===== src/rtl/dtc_tree_engine_if.sv =====
// Handshake and config bus for the decision-tree engine.
// master = feature producer / result consumer / config host, slave = engine.
interface dtc_tree_engine_if #(
  parameter int IN_W  = 8,
  parameter int OUT_W = 8,
  parameter int DEPTH = 3
);
  logic             in_valid;
  logic             in_ready;
  logic [IN_W-1:0]  inp;
  logic [OUT_W-1:0] outp;
  logic             out_valid;
  logic             out_ready;
  logic             cfg_we;
  logic [DEPTH:0]   cfg_addr;
  logic [OUT_W-1:0] cfg_wdata;
  logic             cfg_err;

  modport master (
    output in_valid, inp, out_ready, cfg_we, cfg_addr, cfg_wdata,
    input  in_ready, outp, out_valid, cfg_err
  );

  modport slave (
    input  in_valid, inp, out_ready, cfg_we, cfg_addr, cfg_wdata,
    output in_ready, outp, out_valid, cfg_err
  );
endinterface


===== src/rtl/dtc_tree_engine.sv =====
// Programmable decision-tree classifier: walks one level of a complete binary
// tree per clock, with a flop-based node/leaf table loaded through a config port.
module dtc_tree_engine #(
  parameter int IN_W  = 8,
  parameter int OUT_W = 8,
  parameter int DEPTH = 3
) (
  input  logic clk,
  input  logic rst_n,
  dtc_tree_engine_if.slave bus
);
  localparam int FEAT_W = $clog2(IN_W);
  localparam int N      = (1 << DEPTH) - 1;
  localparam int L      = 1 << DEPTH;
  localparam int ADDR_W = DEPTH + 1;
  localparam int LVL_W  = $clog2(DEPTH + 1);

  typedef enum logic [1:0] {IDLE, WALK, DONE} state_t;

  state_t            state, state_nxt;
  logic [FEAT_W-1:0] node_feat [N];
  logic [OUT_W-1:0]  leaf      [L];
  logic [IN_W-1:0]   vec_q;
  logic [ADDR_W-1:0] idx, idx_nxt;
  logic [LVL_W-1:0]  lvl;
  logic [DEPTH-1:0]  node_sel, leaf_sel, cfg_node, cfg_leaf;
  logic [OUT_W-1:0]  outp_q;
  logic              b, last, addr_bad, cfg_err_q;

  // Heap layout: children of node i are 2i+1 (bit=0) and 2i+2 (bit=1).
  assign node_sel = idx[DEPTH-1:0];
  assign b        = vec_q[node_feat[node_sel]];
  assign idx_nxt  = (idx << 1) + ADDR_W'(1) + ADDR_W'(b);
  assign leaf_sel = DEPTH'(idx_nxt - ADDR_W'(N));
  assign last     = (lvl == LVL_W'(DEPTH - 1));

  assign cfg_node = bus.cfg_addr[DEPTH-1:0];
  assign cfg_leaf = DEPTH'(bus.cfg_addr - ADDR_W'(N));
  assign addr_bad = (bus.cfg_addr >= ADDR_W'(N + L));

  assign bus.in_ready  = (state == IDLE);
  assign bus.out_valid = (state == DONE);
  assign bus.outp      = outp_q;
  assign bus.cfg_err   = cfg_err_q;

  always_ff @(posedge clk or negedge rst_n) begin
    if (!rst_n) state <= IDLE;
    else        state <= state_nxt;
  end

  always_comb begin
    state_nxt = state;
    case (state)
      IDLE:    if (bus.in_valid)  state_nxt = WALK;
      WALK:    if (last)          state_nxt = DONE;
      DONE:    if (bus.out_ready) state_nxt = IDLE;
      default:                    state_nxt = IDLE;
    endcase
  end

  always_ff @(posedge clk or negedge rst_n) begin
    if (!rst_n) begin
      vec_q     <= '0;
      idx       <= '0;
      lvl       <= '0;
      outp_q    <= '0;
      cfg_err_q <= 1'b0;
      for (int i = 0; i < N; i++) node_feat[i] <= '0;
      for (int i = 0; i < L; i++) leaf[i]      <= '0;
    end else begin
      // Table only changes while idle so a walk sees a frozen tree.
      cfg_err_q <= bus.cfg_we && (state != IDLE || addr_bad);
      if (bus.cfg_we && state == IDLE && !addr_bad) begin
        if (bus.cfg_addr < ADDR_W'(N)) node_feat[cfg_node] <= bus.cfg_wdata[FEAT_W-1:0];
        else                           leaf[cfg_leaf]      <= bus.cfg_wdata;
      end
      case (state)
        IDLE: if (bus.in_valid) begin
          vec_q <= bus.inp;
          idx   <= '0;
          lvl   <= '0;
        end
        WALK: begin
          idx <= idx_nxt;
          lvl <= lvl + LVL_W'(1);
          if (last) outp_q <= leaf[leaf_sel];
        end
        default: ;
      endcase
    end
  end
endmodule


===== src/flat_wrapper.sv =====
// flat-port wrapper written by rule: the top's interface ports become plain ports
module dtc_tree_engine_flat 
#(
  parameter int IN_W  = 8,
  parameter int OUT_W = 8,
  parameter int DEPTH = 3
)
  (clk, rst_n, bus_in_valid, bus_inp, bus_out_ready, bus_cfg_we, bus_cfg_addr, bus_cfg_wdata, bus_in_ready, bus_outp, bus_out_valid, bus_cfg_err);
  dtc_tree_engine_if #(.IN_W(IN_W), .OUT_W(OUT_W), .DEPTH(DEPTH)) bus_i ();
  input  logic clk;
  input  logic rst_n;
  input wire logic [$bits(bus_i.in_valid)-1:0] bus_in_valid;
  input wire logic [$bits(bus_i.inp)-1:0] bus_inp;
  input wire logic [$bits(bus_i.out_ready)-1:0] bus_out_ready;
  input wire logic [$bits(bus_i.cfg_we)-1:0] bus_cfg_we;
  input wire logic [$bits(bus_i.cfg_addr)-1:0] bus_cfg_addr;
  input wire logic [$bits(bus_i.cfg_wdata)-1:0] bus_cfg_wdata;
  output wire logic [$bits(bus_i.in_ready)-1:0] bus_in_ready;
  output wire logic [$bits(bus_i.outp)-1:0] bus_outp;
  output wire logic [$bits(bus_i.out_valid)-1:0] bus_out_valid;
  output wire logic [$bits(bus_i.cfg_err)-1:0] bus_cfg_err;
  assign bus_i.in_valid = bus_in_valid;
  assign bus_i.inp = bus_inp;
  assign bus_i.out_ready = bus_out_ready;
  assign bus_i.cfg_we = bus_cfg_we;
  assign bus_i.cfg_addr = bus_cfg_addr;
  assign bus_i.cfg_wdata = bus_cfg_wdata;
  assign bus_in_ready = bus_i.in_ready;
  assign bus_outp = bus_i.outp;
  assign bus_out_valid = bus_i.out_valid;
  assign bus_cfg_err = bus_i.cfg_err;
  dtc_tree_engine #(.IN_W(IN_W), .OUT_W(OUT_W), .DEPTH(DEPTH)) u_core (.clk(clk), .rst_n(rst_n), .bus(bus_i));
endmodule

===== config.mk =====
export PLATFORM = sky130hd
export DESIGN_NAME = dtc_tree_engine_flat
export DESIGN_NICKNAME = d
export VERILOG_FILES = /design/src/rtl/dtc_tree_engine_if.sv /design/src/rtl/dtc_tree_engine.sv /design/src/flat_wrapper.sv
export SDC_FILE = /design/constraint.sdc
export NUM_CORES = 1
export LEC_CHECK = 0
export ABC_AREA = 1
export BUFFER_PORTS_ARGS = -buffer_cell sky130_fd_sc_hd__clkbuf_2
export CAP_MARGIN = 10
export CELL_PAD_IN_SITES_DETAIL_PLACEMENT = 1
export CELL_PAD_IN_SITES_GLOBAL_PLACEMENT = 1
export CORE_MARGIN = 4
export CORE_UTILIZATION = 41
export CTS_CLUSTER_DIAMETER = 40
export DETAILED_ROUTE_END_ITERATION = 7
export GPL_ROUTABILITY_DRIVEN = 0
export PLACE_DENSITY_LB_ADDON = 0.2
export SYNTH_ARGS = -nofsm -noshare
export SYNTH_HDL_FRONTEND = slang
export SYNTH_SLANG_ARGS = --single-unit
export TNS_END_PERCENT = 10

===== constraint.sdc =====
create_clock -name clk -period 2.69 [get_ports clk]
set_input_delay 0.4035 -clock clk [delete_from_list [all_inputs] [get_ports clk]]
set_output_delay 0.4035 -clock clk [all_outputs]
set_load 0.05 [all_outputs]

==> reports/results.txt, run 1 <==
Crit path buffers/inverters: 4
Worst-path fanout max: 8
DRT Pass-1 Iters: 4
Fillers: 1584
Clock skew: 0.0103 ns
Drt drc: 0
Nets: 753
Slew margin rel.: 0.462
CP cell instances: clkbuf_2, nand2_2, inv_2, a21oi_1, nand3_1, o21ai_4, inv_1, nand3_2, nand2_4, ha_2, buf_6, nand2_8, nor2_1, nor2_1, nand2_1, nand3_1, nand2_1
Max Cap Violations: 0
Hold Path Class: primary input to asynchronous set/reset pin
Largest net degree at the start of global routing: 63
# IOs: 36
F_max: 397 MHz
Final hold vios: 0
Crit Path Class: flop to flop
Starting Density: 0.419
Final Cycle Share: 0.937
Chip width: 122 µm
Mapped Area: 5290 µm²
Clock latency on the worst-skew pair: 0.36 ns
Initial DRC Count: 251
Critical Path Source Type: flop
Synth Area per Inst: 7.86 µm²
Sink Count: 109
Crit-path max cell delay: 0.45 ns
WP data required: 2.99 ns
Die area: 14800 µm²
CTS tree: built
Max-slew violation count: 0
Prevailing post-synth register cell: dfrtp_1
Drt wl/cell: 16.7 µm
Placed insts: 879
Number of flops mapped to enable cells by yosys: 0
Status: complete, no violations
GR Util All Layers: 0.216
Syn Inst Count: 673
Layout cell share with drive strength beyond 1: 0.152
Yosys reg bits: 109
# hold bufs at CTS: 0
Reg clk slew, reported paths: 0.08 ns
Post-Route WL: 15000 µm
Largest delay share family, worst path: simple AND/OR/NAND/NOR gates
Core box area: 12600 µm²
Most common cell after layout, fill and taps aside: nand2_1
Vias/cell: 5.09
Critical-path top delay cell: dfrtp_2
H-tree lvl count: 3
Syn Nets: 701
Final non-filler cell total: 902
Initial antenna violation count: 0
Yosys warns: 0
FP Rows: 41
Worst-margin pin slew: 0.808 ns
Area grow syn2layout: 15.5%
Port buffer count: 35
Vias: 4587
Fraction of registers with async set/reset: 1.00
First-pass GRT wire length: 24800 µm
Clock Tree Root: clkbuf_16
Max clock buf depth: 2
Final setup fails: 0
DP HPWL: 10800 µm
Detail Route Antenna Nets: 0
Min cycle time layout: 2.52 ns
Die height: 122 µm
Seq/Total Area, Yosys: 0.516
Arrival @ worst endpoint: 2.82 ns
Vias in the first global route: 4737
N_diodes: 0
Cell variety after synth: 34
TritonCTS Buffers: 9
Most frequent cells in the layout: nand2_1, dfrtp_1, o21ai_0
Global route overflow: 0
Crit path capture type: flop
registers in the layout, summed over array words and instances, names as in the netlist:
signal,flops
u_core.vec_q,8
u_core.lvl,2
u_core.idx,3
u_core.bus.outp,8
u_core.node_feat,21
u_core.bus.cfg_err,1
u_core.state,2
u_core.leaf,64
what timing repair did:
action,in CTS,in global routing
setup endpoints to repair,8,8
setup buffers,0,6
gates cloned,0,1
endpoints found under the hold margin,0,0
resized for setup,1,16
pin swaps,0,4
logic make-up after synthesis:
logic type      Yosys count  share of synthesized area
flops                   109                      0.516
mux                       1                    0.00213
buf+inv                  88                     0.0698
xor+xnor                  1                    0.00166
compound gates          110                      0.108
fa+ha+maj                 3                    0.00710
simple gates            361                      0.296
per-stage QoR:
stage	setup TNS (ns)	utilization	hold slack [ns]	setup slack [ns]	cell area [µm²]
4_1_cts	0	0.476	0.166	0.0520	6010
3_3_place_gp	-0.130	0.453	0.466	-0.0266	5710
6_report	0	0.484	0.138	0.168	6110
3_5_place_dp	-0.806	0.453	0.467	-0.131	5710
2_1_floorplan	0	-	0.108	0.0395	5290
5_1_grt	-0.0117	0.484	0.209	-0.0117	6110
metal layers:
metal	up-vias	wire length (µm)	track usage
li1	2251	-	-
met1	2261	7470	0.318
met2	60	6890	0.334
met3	15	447	0.0260
met4	0	221	0.0721
met5	-	0	0
cell usage after synthesis, types with 3 or more instances:
cell | count | area, µm²
nand2_1 | 221 | 830
dfrtp_1 | 109 | 2730
o21ai_0 | 84 | 420
inv_1 | 60 | 225
nor2_1 | 60 | 225
nand3_1 | 52 | 260
a21oi_1 | 16 | 80.1
clkbuf_1 | 11 | 41.3
nand2_4 | 7 | 78.8
nand3_2 | 6 | 60.1
nand4_1 | 5 | 31.3
inv_2 | 4 | 15.0
buf_4 | 3 | 22.5
buf_6 | 3 | 33.8
clkinv_1 | 3 | 11.3
ha_1 | 3 | 37.5
nor3_1 | 3 | 15.0
o22ai_1 | 3 | 18.8
cell type report:
| cell class | count | area (µm²) | share of cell area |
|---|---|---|---|
| inverter | 68 | 270 | 0.0443 |
| sequential | 109 | 2730 | 0.447 |
| tap | 172 | 215 | 0.0352 |
| clock buffer | 11 | 253 | 0.0414 |
| clock inverter | 5 | 41.3 | 0.00676 |
| multi-input combinational | 476 | 2220 | 0.364 |
| timing repair buffer | 61 | 375 | 0.0615 |
path summary, 6_finish.rpt:
kind                                       endpoint  cells past startpoint                from  slack (ns)
min in group clk                    u_core.state[1]                      2       bus_out_ready        0.21
worst max register to register   u_core.bus.outp[5]                     17       u_core.idx[1]        0.17
worst min-delay path            u_core.node_feat[4]                      1               rst_n        0.14
worst max-delay path             u_core.bus.outp[5]                     17       u_core.idx[1]        0.17
max in group asynchronous            u_core.leaf[0]                      2               rst_n        1.85
worst min register to register   u_core.bus.outp[2]                      2  u_core.bus.outp[2]        0.49
Power of run 1 is left out: the tool's default activity adds up to more than one toggle a clock period on the data nets, which glitch-free logic cannot reach.
==> run 2: changes to the inputs <==
--- a/config.mk
+++ b/config.mk
@@ -11,7 +11,7 @@
 export CELL_PAD_IN_SITES_DETAIL_PLACEMENT = 1
 export CELL_PAD_IN_SITES_GLOBAL_PLACEMENT = 1
 export CORE_MARGIN = 4
-export CORE_UTILIZATION = 41
+export CORE_UTILIZATION = 30
 export CTS_CLUSTER_DIAMETER = 40
 export DETAILED_ROUTE_END_ITERATION = 7
 export GPL_ROUTABILITY_DRIVEN = 0
==> constraint.sdc (replaced) <==
create_clock -name clk -period 2.14 [get_ports clk]
set_input_delay 0.321 -clock clk [delete_from_list [all_inputs] [get_ports clk]]
set_output_delay 0.321 -clock clk [all_outputs]
set_load 0.05 [all_outputs]
==> run 2 against run 1 <==
  * First-iteration DRC count shrank 33%
  * Cell area grew 8.4%
  * Fmax grew 4.5%
  * Utilization shrank 10 points
  * Worst hold slack lost 0.15 ns
  * Cell count grew 9.4%
  * Register-to-register slack lost 0.44 ns
  * Clock-buffer cell count shrank 2
  * Flip-flop and latch count is the same
  * Critical path depth grew 1
  * The flow now finishes with violations (negative hold slack, negative setup slack)
  * Die area grew 34%
==> reports/results.txt, run 2 (synthesis gave the netlist of run 1 again) <==
TritonCTS Buffers: 9
Critical Path Source Type: flop
WP data required: 2.39 ns
Area grow syn2layout: 25.1%
Vias: 4652
RSZ-0062 raised after global routing: true
Vias in the first global route: 4777
Arrival @ worst endpoint: 2.67 ns
Core box area: 17300 µm²
Placed insts: 963
Final setup TNS: -2.04 ns
Drt wl/cell: 15.8 µm
Global route overflow: 0
Initial DRC Count: 169
Max Cap Violations: 0
F_max: 414 MHz
Top reg by flops: u_core.leaf
Worst-path fanout max: 16
Vias/cell: 4.71
Post-Route WL: 15600 µm
Post-layout util: 0.383
Clock Tree Root: clkbuf_16
Crit path capture type: flop
Chip width: 141 µm
Max reg flops: 64
Status: finished with violations
Detail Route Antenna Nets: 0
Most common cell after layout, fill and taps aside: nand2_1
Drt drc: 0
Most frequent cells in the layout: nand2_1, dfrtp_1, o21ai_0
Port buffer count: 35
Final WS setup: -0.274 ns
# IOs: 36
Die height: 141 µm
Min cycle time layout: 2.41 ns
Die area: 19800 µm²
Reg clk slew, reported paths: 0.08 ns
First-pass GRT wire length: 25200 µm
Failing checks: negative hold slack, negative setup slack
Nets: 785
CTS tree: built
Max-slew violation count: 0
Final hold vios: 10
Sink Count: 109
Hold Path Class: primary input to asynchronous set/reset pin
Clock skew: 0.00886 ns
GR Util All Layers: 0.161
Max clock buf depth: 2
Final setup fails: 8
Crit Path Class: flop to flop
Clock latency on the worst-skew pair: 0.36 ns
N_diodes: 0
Final Cycle Share: 1.13
FP Rows: 48
Starting Density: 0.306
Worst-margin pin slew: 0.667 ns
H-tree lvl count: 3
Top Registers: u_core.leaf: 64 flops, u_core.node_feat: 21 flops
Slew margin rel.: 0.555
Layout cell share with drive strength beyond 1: 0.218
WHS: -0.0117 ns
Largest net degree at the start of global routing: 47
DP HPWL: 11400 µm
Final non-filler cell total: 987
DRT Pass-1 Iters: 5
Initial antenna violation count: 0
## run 2: changes by cell type in the layout (fill, tap and decap cells not counted), sizes merged
cell	delta
clkinv	+2
buf	+30
clkinvlp	+1
nand2	+1
clkbuf	-2
## run 2: through the flow
step	worst slack [ns]	instance area (µm²)
floorplan	-0.289	5350
global placement	-0.264	6100
detailed placement	-0.324	6100
CTS	-0.250	6440
global route	-0.417	6620
finish	-0.274	6620
## run 2: timing repair
action,in CTS,in global routing
pin swaps,1,18
hold buffers,0,0
setup endpoints to repair,9,9
resized for setup,11,30
buffers inserted,1,3
cloned,1,3
## run 2: worst paths after layout
check	start	endpoint	slack (ns)	cells past startpoint
min in group clk	bus_out_ready	u_core.state[1]	0.14	2
max reg2reg	u_core.idx[0]	u_core.bus.outp[6]	-0.27	18
min	rst_n	u_core.bus.cfg_err	-0.01	1
min reg2reg	u_core.leaf[17]	u_core.leaf[17]	0.49	2
max	u_core.idx[0]	u_core.bus.outp[6]	-0.27	18
max in group asynchronous	rst_n	u_core.leaf[1]	1.48	2
## run 2: cell type report
type / count / area, µm²
repair inverters: 1 / 5.00
flip-flops and latches: 109 / 2730
inverters: 68 / 278
fillers: 2113 / 10700
clock buffers: 9 / 225
well taps: 225 / 282
clock inverters: 7 / 67.6
multi-input cells: 477 / 2350
repair buffers: 91 / 677
## run 2: routing by layer
metal  wire length [µm]  up-vias  part of all wire  global-route usage
met1               7290     2276              0.47               0.209
met5                  0        -                 0                   0
met2               7610       46              0.49               0.271
li1                   -     2311                 -                   -
met3                404       19             0.026              0.0373
met4                255        0             0.016              0.0439
## run 2: worst max-delay path: stages (launching register included)
cell and delay, ns:
dfrtp_2 0.48, buf_6 0.17, nand2_1 0.09, nand3_2 0.10, nand2_4 0.11, nand2_4 0.08, nand2_1 0.09, nand3_2 0.08
nand3_2 0.08, nand2_4 0.06, ha_4 0.33, buf_12 0.14, nand2_8 0.08, nand2_8 0.10, inv_8 0.06, nand2_1 0.06
nand2_1 0.06, nand3_1 0.09, nand2_1 0.06
Power of run 2 is left out for the same reason.
==> run 3: changes to the inputs <==
==> constraint.sdc (replaced) <==
create_clock -name clk -period 2.8 [get_ports clk]
set_input_delay 0.42 -clock clk [delete_from_list [all_inputs] [get_ports clk]]
set_output_delay 0.42 -clock clk [all_outputs]
set_load 0.05 [all_outputs]
==> run 3 against run 2 <==
  * Cell area fell by 7.4%
  * First-iteration DRC count is 19% higher
  * Routed wire length fell by 0.22%
  * Global-route usage grew 0.54 points
  * Clock-buffer cell count rose by 2
  * Critical path type unchanged
  * Setup slack better by 0.47 ns
  * Via count down 2.8%
  * Non-clock buffer count shrank 33
  * The run now ends clean
  * Critical endpoint is now u_core.bus.outp[2]
  * Flip-flop and latch count stayed put
==> reports/results.txt, run 3 (synthesis gave the netlist of run 1 again) <==
Status: complete, no violations
F_max: 384 MHz
Global route overflow: 0
Die height: 141 µm
N_diodes: 0
Area of the multi-input gates: 2210 µm²
Top sig layer: met4
Top Registers: u_core.leaf: 64 flops, u_core.node_feat: 21 flops
Reg area: 2730 µm²
Largest delay share family, worst path: simple AND/OR/NAND/NOR gates
Fin area: 6130 µm²
Final Cycle Share: 0.930
Arrival @ worst endpoint: 2.85 ns
Initial DRC Count: 201
Final setup fails: 0
Final setup TNS: 0 ns
Sink Count: 109
Worst-path fanout max: 16
DRT Pass-1 Iters: 4
Slew margin rel.: 0.492
Worst-margin pin slew: 0.754 ns
Vias: 4521
# hold bufs at CTS: 0
Crit Path Class: flop to flop
Starting Density: 0.306
Nets: 750
Most frequent CP cell: nand2_1
First-pass GRT wire length: 26200 µm
Max-slew violation count: 0
Reg clk slew, reported paths: 0.08 ns
Most common cell after layout, fill and taps aside: nand2_1
Post-Route WL: 15500 µm
Port buffer count: 35
Initial antenna violation count: 0
Max reg flops: 64
Post-layout util: 0.354
Largest net degree at the start of global routing: 53
Max clock buf depth: 2
DP HPWL: 11400 µm
CP cell instances: buf_4, o21ai_0, nand2_1, o21ai_2, inv_1, nand3_2, nand2_4, ha_1, clkinv_1, buf_6, nand2_8, nand2_4, inv_8, nand2_1, nand2_1, nand3_1, nand2_1
Crit path capture type: flop
Max Cap Violations: 0
H-tree lvl count: 3
Hold Path Class: primary input to asynchronous set/reset pin
Chip width: 141 µm
Detail Route Antenna Nets: 0
Clock skew: 0.0110 ns
TritonCTS Buffers: 9
FP Rows: 48
Core box area: 17300 µm²
Drt wl/cell: 16.3 µm
WP data required: 3.04 ns
Top reg by flops: u_core.leaf
# IOs: 36
Clock Tree Root: clkbuf_16
Fillers: 2113
WHS: 0.0812 ns
Drt drc: 0
WL met2: 7820 µm
Clock latency on the worst-skew pair: 0.36 ns
Vias in the first global route: 5005
Vias/cell: 4.75
Min cycle time layout: 2.60 ns
DP Area: 5800 µm²
M1 WL: 7080 µm
CTS tree: built
Critical-path top delay cell: dfrtp_2
Die area: 19800 µm²
Crit-path max cell delay: 0.45 ns
Crit path buffers/inverters: 5
Critical Path Source Type: flop
Layout cell share with drive strength beyond 1: 0.143
Area grow syn2layout: 15.9%
Routed length on met3: 429 µm
Most frequent cells in the layout: nand2_1, dfrtp_1, o21ai_0
GR Util All Layers: 0.166
Final hold vios: 0
run 3: cell count changes in the layout (fill, tap and decap cells not counted), sizes merged:
cell | previous run | this run
nand2 | 232 | 231
clkbuf | 44 | 45
buf | 56 | 24
clkinv | 5 | 6
clkinvlp | 3 | 0
inv | 68 | 67
run 3: path summary, 6_finish.rpt:
kind	startpoint	to	slack, ns	cells after the start
worst max-delay path	u_core.idx[0]	u_core.bus.outp[2]	0.20	17
max in group asynchronous	rst_n	u_core.vec_q[6]	1.96	2
worst min-delay path	rst_n	u_core.node_feat[15]	0.08	1
worst max register to register	u_core.idx[0]	u_core.bus.outp[2]	0.20	17
worst min register to register	u_core.leaf[3]	u_core.leaf[3]	0.49	2
min in group clk	bus_out_ready	u_core.state[1]	0.24	2
run 3: area by class of cell:
cell class	instances	area share
sequential	109	0.445
multi-input combinational	476	0.360
timing repair buffer	58	0.0578
tap	225	0.0459
inverter	68	0.0433
clock buffer	11	0.0412
clock inverter	5	0.00653
run 3: per-layer routing:
metal / global-route usage / up-vias
li1: - / 2240
met1: 0.209 / 2218
met2: 0.292 / 48
met3: 0.0380 / 15
met4: 0.0388 / 0
met5: 0 / -
run 3: through the flow:
step,worst slack [ns],cells
detailed placement,0.0685,935
global route,-0.000521,952
floorplan,0.105,673
CTS,0.0451,951
global placement,0.181,935
finish,0.197,952
run 3: worst reg2reg max path: cells and delay by family, from the launching register on:
family,cells,cell delay [ns]
AND/OR/NAND/NOR,9,0.80
buffers and inverters,5,0.56
flip-flops,1,0.45
AO/OA/AOI/OAI,2,0.38
adder cells (fa/ha/maj),1,0.31
run 3: timing repair:
item,CTS,global route
setup endpoints to repair,0,8
gates resized for setup,0,8
setup buffers,0,1
Power of run 3 is left out for the same reason.
